### src/rtl/frame_writer.sv
// ============================================================================
// frame_writer : rectangle-fill / buffer-swap engine for a double-buffered SRAM frame buffer
// Optional macro FRAME_WRITER_CLIP_EN clamps oversize x1/y1 instead of rejecting the fill.
// Revision: 1.0
// ============================================================================
`default_nettype none

module frame_writer #(
  parameter int   H_RES     = 800,
  parameter int   V_RES     = 600,
  parameter int   WR_CYCLES = 2,
  parameter logic VS_POL    = 1'b1
) (
  input  logic        clk,
  input  logic        rst,
  input  logic        cmd_valid,
  output logic        cmd_ready,
  input  logic        cmd_op,
  input  logic [9:0]  cmd_x0,
  input  logic [9:0]  cmd_x1,
  input  logic [9:0]  cmd_y0,
  input  logic [9:0]  cmd_y1,
  input  logic [23:0] cmd_color,
  output logic        cmd_err,
  input  logic        vga_vsync,
  output logic        sram_wr_en,
  output logic [18:0] sram_wr_addr,
  output logic [31:0] sram_wr_data,
  output logic        wr_addr_offset,
  output logic        rd_addr_offset,
  output logic        busy
);

  localparam logic [10:0] C_H_RES     = 11'(H_RES);
  localparam logic [10:0] C_V_RES     = 11'(V_RES);
  localparam logic [18:0] C_STRIDE    = 19'(H_RES);
  localparam logic [3:0]  C_HOLD_LAST = 4'(WR_CYCLES - 1);

  typedef enum logic [1:0] {
    S_IDLE    = 2'd0,
    S_FILL    = 2'd1,
    S_WAIT_VS = 2'd2
  } state_t;

  state_t      state_q;
  logic        wr_en_q;
  logic [18:0] addr_q;
  logic [31:0] data_q;
  logic        err_q;
  logic        wr_off_q;
  logic [9:0]  x_q, y_q, x0_q, x1_q, y1_q;
  logic [18:0] row_q;
  logic [3:0]  hold_q;

  logic        vs_meta_q, vs_sync_q, vs_act_prev_q;

  logic [9:0]  x1_d, y1_d;
  logic        fill_ok_d;
  logic [18:0] row0_d;
  logic        w_vs_act;
  logic        w_vs_edge;

`ifdef FRAME_WRITER_CLIP_EN
  localparam logic [9:0] C_H_MAX = 10'(H_RES - 1);
  localparam logic [9:0] C_V_MAX = 10'(V_RES - 1);

  assign x1_d      = ({1'b0, cmd_x1} >= C_H_RES) ? C_H_MAX : cmd_x1;
  assign y1_d      = ({1'b0, cmd_y1} >= C_V_RES) ? C_V_MAX : cmd_y1;
  assign fill_ok_d = ({1'b0, cmd_x0} < C_H_RES) && ({1'b0, cmd_y0} < C_V_RES) &&
                     (cmd_x0 <= x1_d) && (cmd_y0 <= y1_d);
`else
  assign x1_d      = cmd_x1;
  assign y1_d      = cmd_y1;
  assign fill_ok_d = (cmd_x0 <= cmd_x1) && (cmd_y0 <= cmd_y1) &&
                     ({1'b0, cmd_x1} < C_H_RES) && ({1'b0, cmd_y1} < C_V_RES);
`endif

  // Constant multiply only; folds into shift-adds at synthesis.
  assign row0_d = 19'(cmd_y0) * C_STRIDE;

  assign w_vs_act  = (vs_sync_q == VS_POL);
  assign w_vs_edge = w_vs_act & ~vs_act_prev_q;

  // Reset assumes vsync active so a swap right after reset never sees a false edge.
  always_ff @(posedge clk) begin
    if (rst) begin
      vs_meta_q     <= VS_POL;
      vs_sync_q     <= VS_POL;
      vs_act_prev_q <= 1'b1;
    end else begin
      vs_meta_q     <= vga_vsync;
      vs_sync_q     <= vs_meta_q;
      vs_act_prev_q <= w_vs_act;
    end
  end

  always_ff @(posedge clk) begin
    if (rst) begin
      state_q  <= S_IDLE;
      wr_en_q  <= 1'b0;
      addr_q   <= '0;
      data_q   <= '0;
      err_q    <= 1'b0;
      wr_off_q <= 1'b0;
      x_q      <= '0;
      y_q      <= '0;
      x0_q     <= '0;
      x1_q     <= '0;
      y1_q     <= '0;
      row_q    <= '0;
      hold_q   <= '0;
    end else begin
      err_q <= 1'b0;
      case (state_q)
        S_IDLE: begin
          if (cmd_valid) begin
            if (cmd_op) begin
              state_q <= S_WAIT_VS;
            end else if (fill_ok_d) begin
              state_q <= S_FILL;
              x0_q    <= cmd_x0;
              x1_q    <= x1_d;
              y1_q    <= y1_d;
              x_q     <= cmd_x0;
              y_q     <= cmd_y0;
              row_q   <= row0_d;
              addr_q  <= row0_d + 19'(cmd_x0);
              data_q  <= {8'h00, cmd_color};
              wr_en_q <= 1'b1;
              hold_q  <= '0;
            end else begin
              err_q <= 1'b1;
            end
          end
        end
        S_FILL: begin
          if (hold_q != C_HOLD_LAST) begin
            hold_q <= hold_q + 4'd1;
          end else begin
            hold_q <= '0;
            if (x_q == x1_q) begin
              if (y_q == y1_q) begin
                wr_en_q <= 1'b0;
                state_q <= S_IDLE;
              end else begin
                y_q    <= y_q + 10'd1;
                x_q    <= x0_q;
                row_q  <= row_q + C_STRIDE;
                addr_q <= row_q + C_STRIDE + 19'(x0_q);
              end
            end else begin
              x_q    <= x_q + 10'd1;
              addr_q <= addr_q + 19'd1;
            end
          end
        end
        S_WAIT_VS: begin
          if (w_vs_edge) begin
            wr_off_q <= ~wr_off_q;
            state_q  <= S_IDLE;
          end
        end
        default: state_q <= S_IDLE;
      endcase
    end
  end

  assign cmd_ready      = (state_q == S_IDLE);
  assign busy           = (state_q != S_IDLE);
  assign cmd_err        = err_q;
  assign sram_wr_en     = wr_en_q;
  assign sram_wr_addr   = addr_q;
  assign sram_wr_data   = data_q;
  assign wr_addr_offset = wr_off_q;
  assign rd_addr_offset = ~wr_off_q;

endmodule

`default_nettype wire

### config.mk
export PLATFORM = sky130hd
export DESIGN_NAME = frame_writer
export DESIGN_NICKNAME = d
export VERILOG_FILES = /design/src/rtl/frame_writer.sv
export SDC_FILE = /design/constraint.sdc
export NUM_CORES = 1
export LEC_CHECK = 0
export BUFFER_PORTS_ARGS = -buffer_cell sky130_fd_sc_hd__buf_4
export CAP_MARGIN = 20
export CELL_PAD_IN_SITES_DETAIL_PLACEMENT = 1
export CELL_PAD_IN_SITES_GLOBAL_PLACEMENT = 2
export CORE_MARGIN = 5
export CORE_UTILIZATION = 30
export CTS_BUF_LIST = sky130_fd_sc_hd__clkbuf_4 sky130_fd_sc_hd__clkbuf_8
export DETAILED_ROUTE_END_ITERATION = 16
export GPL_TIMING_DRIVEN = 0
export PLACE_DENSITY_LB_ADDON = 0.1
export SLEW_MARGIN = 25
export SYNTH_ARGS = -nofsm -noshare
export SYNTH_HDL_FRONTEND = slang
export SYNTH_SLANG_ARGS = --single-unit
### constraint.sdc
create_clock -name clk -period 7.5 [get_ports clk]
set_input_delay 0.75 -clock clk [delete_from_list [all_inputs] [get_ports clk]]
set_output_delay 0.75 -clock clk [all_outputs]
set_load 0.05 [all_outputs]
==> metrics.md, run 1 <==
| Metric | Value |
|---|---|
| Beginning of the critical path | `cmd_y0[3]` |
| Clock Sinks | `between 100 and 150` |
| Switching share of power | `about 40%` |
| Logic pwr share | `about a third` |
| Psw | `approximately 0.00078 W` |
| CTS Buf Count | `17` |
| WP depth | `15` |
| DRT Pass-1 Iters | `5` |
| Critical path type | `in -> reg` |
| Vias in the first global route | `between 8000 and 9000` |
| Fin crit period | `4.17 ns` |
| Element type at the critical path start | `input pin` |
| WHS | `between 0.4 and 0.5 ns` |
| Pwr dens | `198 nW/µm²` |
| Hold buffers post-CTS | `0` |
| CTS tree | `built` |
| Internal cell power | `~0.0012 W` |
| Ys async rst share | `0%` |
| Pin slew with the least headroom to its limit | `1.12 ns` |
| Total GRT Usage | `between 15 and 20%` |
| Status | `complete, no violations` |
| Critical Path End Type | `register` |
| Hold path start | `vs_meta_q$_SDFF_PP1_` |
| P_leak | `a little over 4 nW` |
| Worst path bufs/invs | `3` |
| Nets | `~1300` |
| Final setup TNS | `0 ns` |
| Max_slew headroom | `25.2%` |
| R2R Setup Slk | `4.45 ns` |
| FF-to-FF Start | `row_q[5]$_SDFFE_PP0P_` |
| Design Power | `slightly below 0.002 W` |
| Final WL | `30400 µm` |
| IO Port Bufs | `between 100 and 150` |
| Area Overhead vs Synth | `21.4%` |
| Commonest cells in the netlist | `nand2_1 (169), dfxtp_1 (119), a21oi_1 (112), nor2_1 (93), ha_1 (68)` |
| Cell chain of the critical path | `buf_4 > ha_1 > ha_1 > inv_1 > fa_1 > inv_1 > ha_1 > a21o_1 > nor2_1 > xor2_1 > nor4_2 > nand3_1 > nor3b_1 > mux2i_1 > o41ai_2` |
| CP Max Fanout | `6` |
| Mapped Area | `about 8200 µm²` |
| Clock Latency Late Sink | `about 0.46 ns` |
| EDFF count, synth | `0` |
| DRC violations left | `0` |
| Post-CTS setup buffer count | `0` |
| Via count | `around 7900` |
| Initial DRC count | `411` |
| CP max stage cell | `nor4_2` |
| Post-synthesis cell type count | `just under 70` |
| FP Rows | `60` |
| Worst Clk Skew | `0.0168 ns` |
| Die Span Y | `~170 µm` |
| Ports | `126` |
| Routability cong. | `about 0.8` |
| Hold depth | `1` |
| Yosys warnings | `0` |
| Initial core utilization | `between 30% and 40%` |
| Post-DP HPWL | `between 20000 and 25000 µm` |
| CTS root buffer | `clkbuf_8` |
| Top cells by area, synth | `dfxtp_1 (29%), ha_1 (10%), nand2_1 (7.8%)` |
| Die ar. | `approximately 30000 µm²` |
| Max cap viols | `0` |
| Worst VDD drop | `112 µV` |
| Worst Hold Class | `reg -> reg` |
| # H-tree levels | `4` |
| Top delay family on crit path | `adder cells` |
| Post-DRT Antenna Nets | `0` |
| Post-synth top area cell | `dfxtp_1` |
| Dominant synthesized flop cell | `dfxtp_1` |
| Sequential Power Share | `34.7%` |
| RSZ-0062 raised after global routing | `false` |
| Clock group share of total power | `33.3%` |
| Sequential area share after synthesis | `a little under 30%` |
| CP Capture Point | `sram_wr_addr[18]$_SDFFE_PP0P_` |
| Fmax | `around 240 MHz` |
| Avg WL per Cell | `between 15 and 20 µm` |
| Largest net degree at the start of global routing | `17` |
| Cells resized by post-CTS repair | `0` |
| First-pass GRT wire length | `47400 µm` |
| Mapped Avg Cell Area | `between 7 and 8 µm²` |
| Worst reg2reg path depth | `11` |
| Die X | `175 µm` |
| Top-count cell post-synth | `nand2_1` |
| Final Hold Fails | `0` |
| Vias/cell | `5.09` |
| Core area | `26900 µm²` |
| Crit path arrival time | `between 4 and 5 ns` |
| Area share of the largest cell type after synthesis | `between 20% and 30%` |
| Global route overflow | `0` |
| Clock buffer depth | `2` |
| Final period util | `55.6%` |
| Clock-pin slew on the worst setup and hold paths | `about 0.09 ns` |
| Critical R2R Capture | `sram_wr_addr[18]$_SDFFE_PP0P_` |
| Synth Register Bits | `roughly 120` |
| Pins over their slew limit | `0` |
| Share of cells above drive strength 1 | `around 17%` |
| Setup violators final | `0` |
| Initial antenna violation count | `0` |
| N_diodes | `0` |
| Crit path top cell by count | `ha_1` |
| Worst EP required | `between 7 and 8 ns` |
| Post-Synthesis Cells | `1064` |
| Largest stage delay on the critical path | `around 0.5 ns` |
==> power groups by stage <==
| stage | Combinational (W) | Sequential (W) | Clock, W |
|---|---|---|---|
| floorplan | 0.000383 | 0.000723 | 0 |
| global placement | 0.000621 | 0.000696 | 0 |
| detailed placement | 0.000626 | 0.000696 | 0 |
| CTS | 0.000630 | 0.000682 | 0.000672 |
| global route | 0.000693 | 0.000686 | 0.000693 |
| finish | 0.000627 | 0.000682 | 0.000653 |
==> metal layers <==
layer / wire (µm) / vias up / GRT usage (%) / part of all wire, %
li1: - / 3975 / - / -
met1: 14800 / 3827 / 27.4 / 49
met2: 14300 / 122 / 32.8 / 47
met3: 963 / 16 / 3.22 / 3.2
met4: 350 / 0 / 3.70 / 1.2
met5: 0 / - / 0 / 0
==> metrics by stage <==
| step | instance area (µm²) | std cells | util (%) | worst slack [ns] |
|---|---|---|---|---|
| CTS | 9890 | 1560 | 36.8 | 3.37 |
| floorplan | 8180 | 1071 | - | 3.65 |
| finish | 9890 | 1560 | 36.8 | 3.33 |
| global placement | 9480 | 1528 | 35.3 | 2.89 |
| global route | 9890 | 1560 | 36.8 | 3.05 |
| detailed placement | 9480 | 1528 | 35.3 | 2.88 |
==> how the worst min path moves through the flow <==
stage / to / slack (ns)
global route: vs_sync_q$_SDFF_PP1_ / 0.43
finish: vs_sync_q$_SDFF_PP1_ / 0.42
global placement: vs_sync_q$_SDFF_PP1_ / 0.40
floorplan: vs_sync_q$_SDFF_PP1_ / 0.39
detailed placement: vs_sync_q$_SDFF_PP1_ / 0.40
CTS: vs_sync_q$_SDFF_PP1_ / 0.42
==> state kept, by name (all words and copies together) (netlist names) <==
name and count:
vs_meta_q 1, x_q 10, x0_q 10, sram_wr_en 1, row_q 14, y_q 10, wr_addr_offset 1, state_q 2
sram_wr_data 24, cmd_err 1, y1_q 10, x1_q 10, sram_wr_addr 19, vs_sync_q 1, vs_act_prev_q 1, hold_q 4
==> cell usage in the layout, fill, tap and decap left out, types with 7 or more instances in the layout <==
cell type	netlist	routed
nand2_1	169	169
buf_4	11	127
dfxtp_1	119	119
a21oi_1	112	112
nor2_1	93	93
ha_1	68	68
inv_1	53	53
o21ai_0	48	48
xor2_1	42	42
xnor2_1	34	34
clkbuf_1	34	34
nor3_1	29	29
nand3_1	26	26
a211oi_1	21	21
and3_1	19	19
nand4_1	17	17
clkbuf_8	0	17
buf_2	14	14
a21o_1	10	10
a31oi_1	10	10
nor4_1	9	9
o211ai_1	8	8
conb_1	1	8
inv_6	0	8
nor2b_1	7	7
==> kinds of logic after synthesis <==
| group | after synthesis | synth area share [%] |
|---|---|---|
| xor+xnor | 76 | 8.17 |
| fa+ha+maj | 75 | 12.0 |
| flops | 119 | 29.2 |
| compound gates | 261 | 19.9 |
| other cells | 1 | 0.0460 |
| mux | 4 | 0.507 |
| buf+inv | 118 | 6.52 |
| simple gates | 410 | 23.6 |
==> cell type report <==
type / count / area [µm²]
fill: 3336 / 17000
multi-input combinational: 834 / 5260
sequential: 119 / 2380
timing repair buffer: 116 / 871
tap: 341 / 427
buffer: 65 / 333
clock buffer: 17 / 234
inverter: 53 / 199
clock inverter: 15 / 183
(Power assumes the default switching activity.)
==> run 2, diff against run 1 <==
--- a/config.mk
+++ b/config.mk
@@ -5,12 +5,13 @@
 export SDC_FILE = /design/constraint.sdc
 export NUM_CORES = 1
 export LEC_CHECK = 0
+export ABC_AREA = 1
 export BUFFER_PORTS_ARGS = -buffer_cell sky130_fd_sc_hd__buf_4
 export CAP_MARGIN = 20
 export CELL_PAD_IN_SITES_DETAIL_PLACEMENT = 1
 export CELL_PAD_IN_SITES_GLOBAL_PLACEMENT = 2
 export CORE_MARGIN = 5
-export CORE_UTILIZATION = 30
+export CORE_UTILIZATION = 29
 export CTS_BUF_LIST = sky130_fd_sc_hd__clkbuf_4 sky130_fd_sc_hd__clkbuf_8
 export DETAILED_ROUTE_END_ITERATION = 16
 export GPL_TIMING_DRIVEN = 0
==> constraint.sdc (replaced) <==
create_clock -name clk -period 3.7 [get_ports clk]
set_input_delay 0.37 -clock clk [delete_from_list [all_inputs] [get_ports clk]]
set_output_delay 0.37 -clock clk [all_outputs]
set_load 0.05 [all_outputs]
==> run 2 against run 1 <==
  * Clock-buffer cell count unchanged
  * Die area rose by 6.9%
  * Global-route usage fell by 0.12 points
  * Synthesized area up 3.7%
==> metrics.md, run 2 <==
| Metric | Value |
|---|---|
| Routability cong. | `a little over 0.8` |
| Internal cell power | `about 0.0032 W` |
| Core area | `28800 µm²` |
| Nets | `1551` |
| Max cap viols | `0` |
| Largest family of logic cells by synthesized area | `simple AND/OR/NAND/NOR gates` |
| Clock-pin slew on the worst setup and hold paths | `about 0.090 ns` |
| Clock Latency Late Sink | `about 0.46 ns` |
| CTS root buffer | `clkbuf_8` |
| DRC violations left | `0` |
| Max layer used | `met4` |
| Sequential Power Share | `~27%` |
| Worst Hold Class | `in -> reg` |
| Hold buffers post-CTS | `0` |
| Design Power | `~0.0066 W` |
| Cells resized by post-CTS repair | `0` |
| Mapped Area | `about 8500 µm²` |
| Setup violators final | `0` |
| Hold depth | `2` |
| Initial antenna violation count | `0` |
| Commonest non-fill, non-tap cell in the layout | `nand2_1` |
| Pin slew with the least headroom to its limit | `about 0.9 ns` |
| Post-DRT Antenna Nets | `0` |
| M1 wire length | `roughly 16000 µm` |
| Commonest cells in the netlist | `nand2_1 (239), nor2_1 (162), o21ai_0 (141), inv_1 (140), dfxtp_1 (119)` |
| Post-DP HPWL | `about 26000 µm` |
| RSZ-0062 raised after global routing | `false` |
| Top cells by area, synth | `dfxtp_1 (28%), nand2_1 (11%), ha_1 (10%)` |
| Critical Path End Type | `register` |
| Global route overflow | `0` |
| Psw | `around 0.0034 W` |
| Via count | `approximately 8600` |
| Largest net degree at the start of global routing | `17` |
| Yosys warnings | `0` |
| DRT Pass-1 Iters | `4` |
| CP max stage cell | `fa_1` |
| First-pass GRT wire length | `approximately 51000 µm` |
| Synth Area in Simple Gates | `28.1%` |
| Met3 routed WL | `between 1000 and 1500 µm` |
| Reg area | `between 2000 and 2500 µm²` |
| Share of cells above drive strength 1 | `15.6%` |
| Post-synth top area cell | `dfxtp_1` |
| Die ar. | `around 33000 µm²` |
| Ports | `approximately 130` |
| EDFF count, synth | `0` |
| Metal2 WL | `between 10000 and 15000 µm` |
| Post-synthesis mux area share | `0%` |
| CP Max Fanout | `5` |
| Pwr dens | `around 650 nW/µm²` |
| Post-synthesis cell type count | `43` |
| Critical path type | `in -> reg` |
| Worst Clk Skew | `0.0168 ns` |
| IO Port Bufs | `117` |
| Vias/cell | `roughly 4.8` |
| Crit path arrival time | `3.67 ns` |
| Largest stage delay on the critical path | `slightly below 0.5 ns` |
| Clock group share of total power | `between 10% and 20%` |
| Mapped Avg Cell Area | `~6.7 µm²` |
| Final period util | `roughly 90%` |
| FP Rows | `62` |
| WP depth | `19` |
| Max reg flops | `24` |
| Vias in the first global route | `around 9000` |
| Filler Cell Count | `between 3000 and 4000` |
| Crit path top cell by count | `nand2_1` |
| Top delay family on crit path | `adder cells` |
| Avg WL per Cell | `~18 µm` |
| Post-CTS setup buffer count | `0` |
| Area occupied by multi-input gates | `5270 µm²` |
| Dominant synthesized flop cell | `dfxtp_1` |
| CTS Buf Count | `17` |
| XOR/XNOR share of the synthesized area | `~5.3%` |
| Most frequent cells in the layout | `nand2_1 (239), nor2_1 (162), o21ai_0 (141), inv_1 (140), buf_4 (130)` |
| Initial core utilization | `29.4%` |
| Final Hold Fails | `0` |
| Die X | `181 µm` |
| Ys async rst share | `0%` |
| Element type at the critical path start | `input pin` |
| Synth Area in Compound Gates | `17.0%` |
| Worst EP required | `roughly 4.1 ns` |
| Initial DRC count | `318` |
| Total GRT Usage | `approximately a fifth` |
| Fin crit period | `~3.3 ns` |
| Worst VDD drop | `roughly 390 µV` |
| Worst reg2reg path depth | `17` |
| # H-tree levels | `4` |
| Sequential area share after synthesis | `28.2%` |
| Synth Register Bits | `between 100 and 150` |
| Worst path bufs/invs | `3` |
| Clock buffer depth | `2` |
| Final WL | `about 32000 µm` |
| Max_slew headroom | `approximately two fifths` |
| Die Span Y | `between 150 and 200 µm` |
| P_leak | `approximately 4.9 nW` |
| Cell chain of the critical path | `buf_4 > ha_1 > ha_1 > inv_1 > fa_1 > inv_1 > ha_1 > a21oi_1 > nand2_1 > nand2_1 > nand2_1 > nor2_2 > nand3_1 > nor2_1 > nand3_1 > nand3_1 > nand2_1 > a21oi_1 > nor2_1` |
| Clock Sinks | `119` |
| CTS tree | `built` |
| Status | `complete, no violations` |
| Logic pwr share | `about 53%` |
| Top-count cell post-synth | `nand2_1` |
| Post-Place Worst Slack | `-0.110 ns` |
| Post-Synthesis Cells | `between 1000 and 1500` |
| Adder-cell area share of the yosys netlist | `between 10% and 20%` |
| Pins over their slew limit | `0` |
| Fmax | `between 300 and 400 MHz` |
| Area Overhead vs Synth | `21.3%` |
| Area share of the largest cell type after synthesis | `~28%` |
| Fin worst setup slack | `0.387 ns` |
| Switching share of power | `between 50 and 60%` |
-- run 2: changes by cell type after synthesis, moves of 9 or more --
cell | previous run | this run
o21ai_0 | 48 | 141
xnor2_1 | 34 | 13
nor2_1 | 93 | 162
inv_1 | 53 | 140
and3_1 | 19 | 0
nor3_1 | 29 | 14
a211oi_1 | 21 | 0
nor4_1 | 9 | 0
nand2_1 | 169 | 239
inv_2 | 0 | 10
nand3_1 | 26 | 75
clkbuf_1 | 34 | 21
-- run 2: cell families after synthesis --
family / after synthesis
adder cells (fa/ha/maj): 74
other: 1
XOR/XNOR: 50
AND/OR/NAND/NOR: 545
buffers and inverters: 201
AO/OA/AOI/OAI: 275
flip-flops: 119
-- run 2: power by group through the flow --
stage / clock (W) / combinational, W / sequential [W]
4_1_cts: 0.00135 / 0.00355 / 0.00182
3_3_place_gp: 0 / 0.00350 / 0.00185
3_5_place_dp: 0 / 0.00354 / 0.00185
6_report: 0.00131 / 0.00351 / 0.00182
5_1_grt: 0.00139 / 0.00391 / 0.00187
2_1_floorplan: 0 / 0.00209 / 0.00208
-- run 2: final cells by class --
type,count,area share (%)
diodes,1,0.0244
clock inverters,15,1.78
multi-input cells,952,51.3
clock buffers,17,2.28
plain buffers,51,2.65
repair buffers,117,8.56
well taps,384,4.68
flip-flops and latches,119,23.2
inverters,150,5.49
-- run 2: worst reg2reg max path, cell delays in order, from the launching register on --
cell     delay [ns]
dfxtp_1        0.35
ha_1           0.22
nand2_1        0.09
inv_1          0.06
o21ai_0        0.14
nand2_1        0.13
ha_1           0.37
nand2_1        0.09
nor2_1         0.09
nand2_1        0.06
nand3_1        0.16
nand2_1        0.12
nor2_2         0.12
nand2_2        0.11
xor2_1         0.18
o21ai_1        0.17
nand3_1        0.08
and2_1         0.14
-- run 2: per-stage QoR --
| stage | area [µm²] | setup TNS [ns] | hold WS [ns] | instances | utilization, % |
|---|---|---|---|---|---|
| final | 10300 | 0 | 0.108 | 1806 | 35.6 |
| after global routing | 10300 | 0 | 0.0772 | 1805 | 35.6 |
| after CTS | 10300 | 0 | 0.0906 | 1805 | 35.6 |
| after detailed placement | 9840 | -0.212 | 0.400 | 1773 | 34.2 |
| after global placement | 9840 | -0.369 | 0.399 | 1773 | 34.2 |
| after floorplan | 8480 | 0 | 0.389 | 1272 | - |
-- run 2: routing by layer --
layer | up-vias | GRT usage (%)
met5 | - | 0
met4 | 0 | 3.69
met3 | 13 | 2.98
met2 | 128 | 31.7
met1 | 4082 | 28.1
li1 | 4407 | -
-- run 2: path summary, 6_finish.rpt --
| kind | from | end | slack [ns] |
|---|---|---|---|
| setup / recovery | cmd_y0[3] | sram_wr_addr[17]$_SDFFE_PP0P_ | 0.39 |
| setup reg to reg | row_q[5]$_SDFFE_PP0P_ | sram_wr_addr[14]$_SDFFE_PP0P_ | 0.92 |
| hold / removal | vga_vsync | vs_meta_q$_SDFF_PP1_ | 0.11 |
| hold reg to reg | vs_meta_q$_SDFF_PP1_ | vs_sync_q$_SDFF_PP1_ | 0.42 |
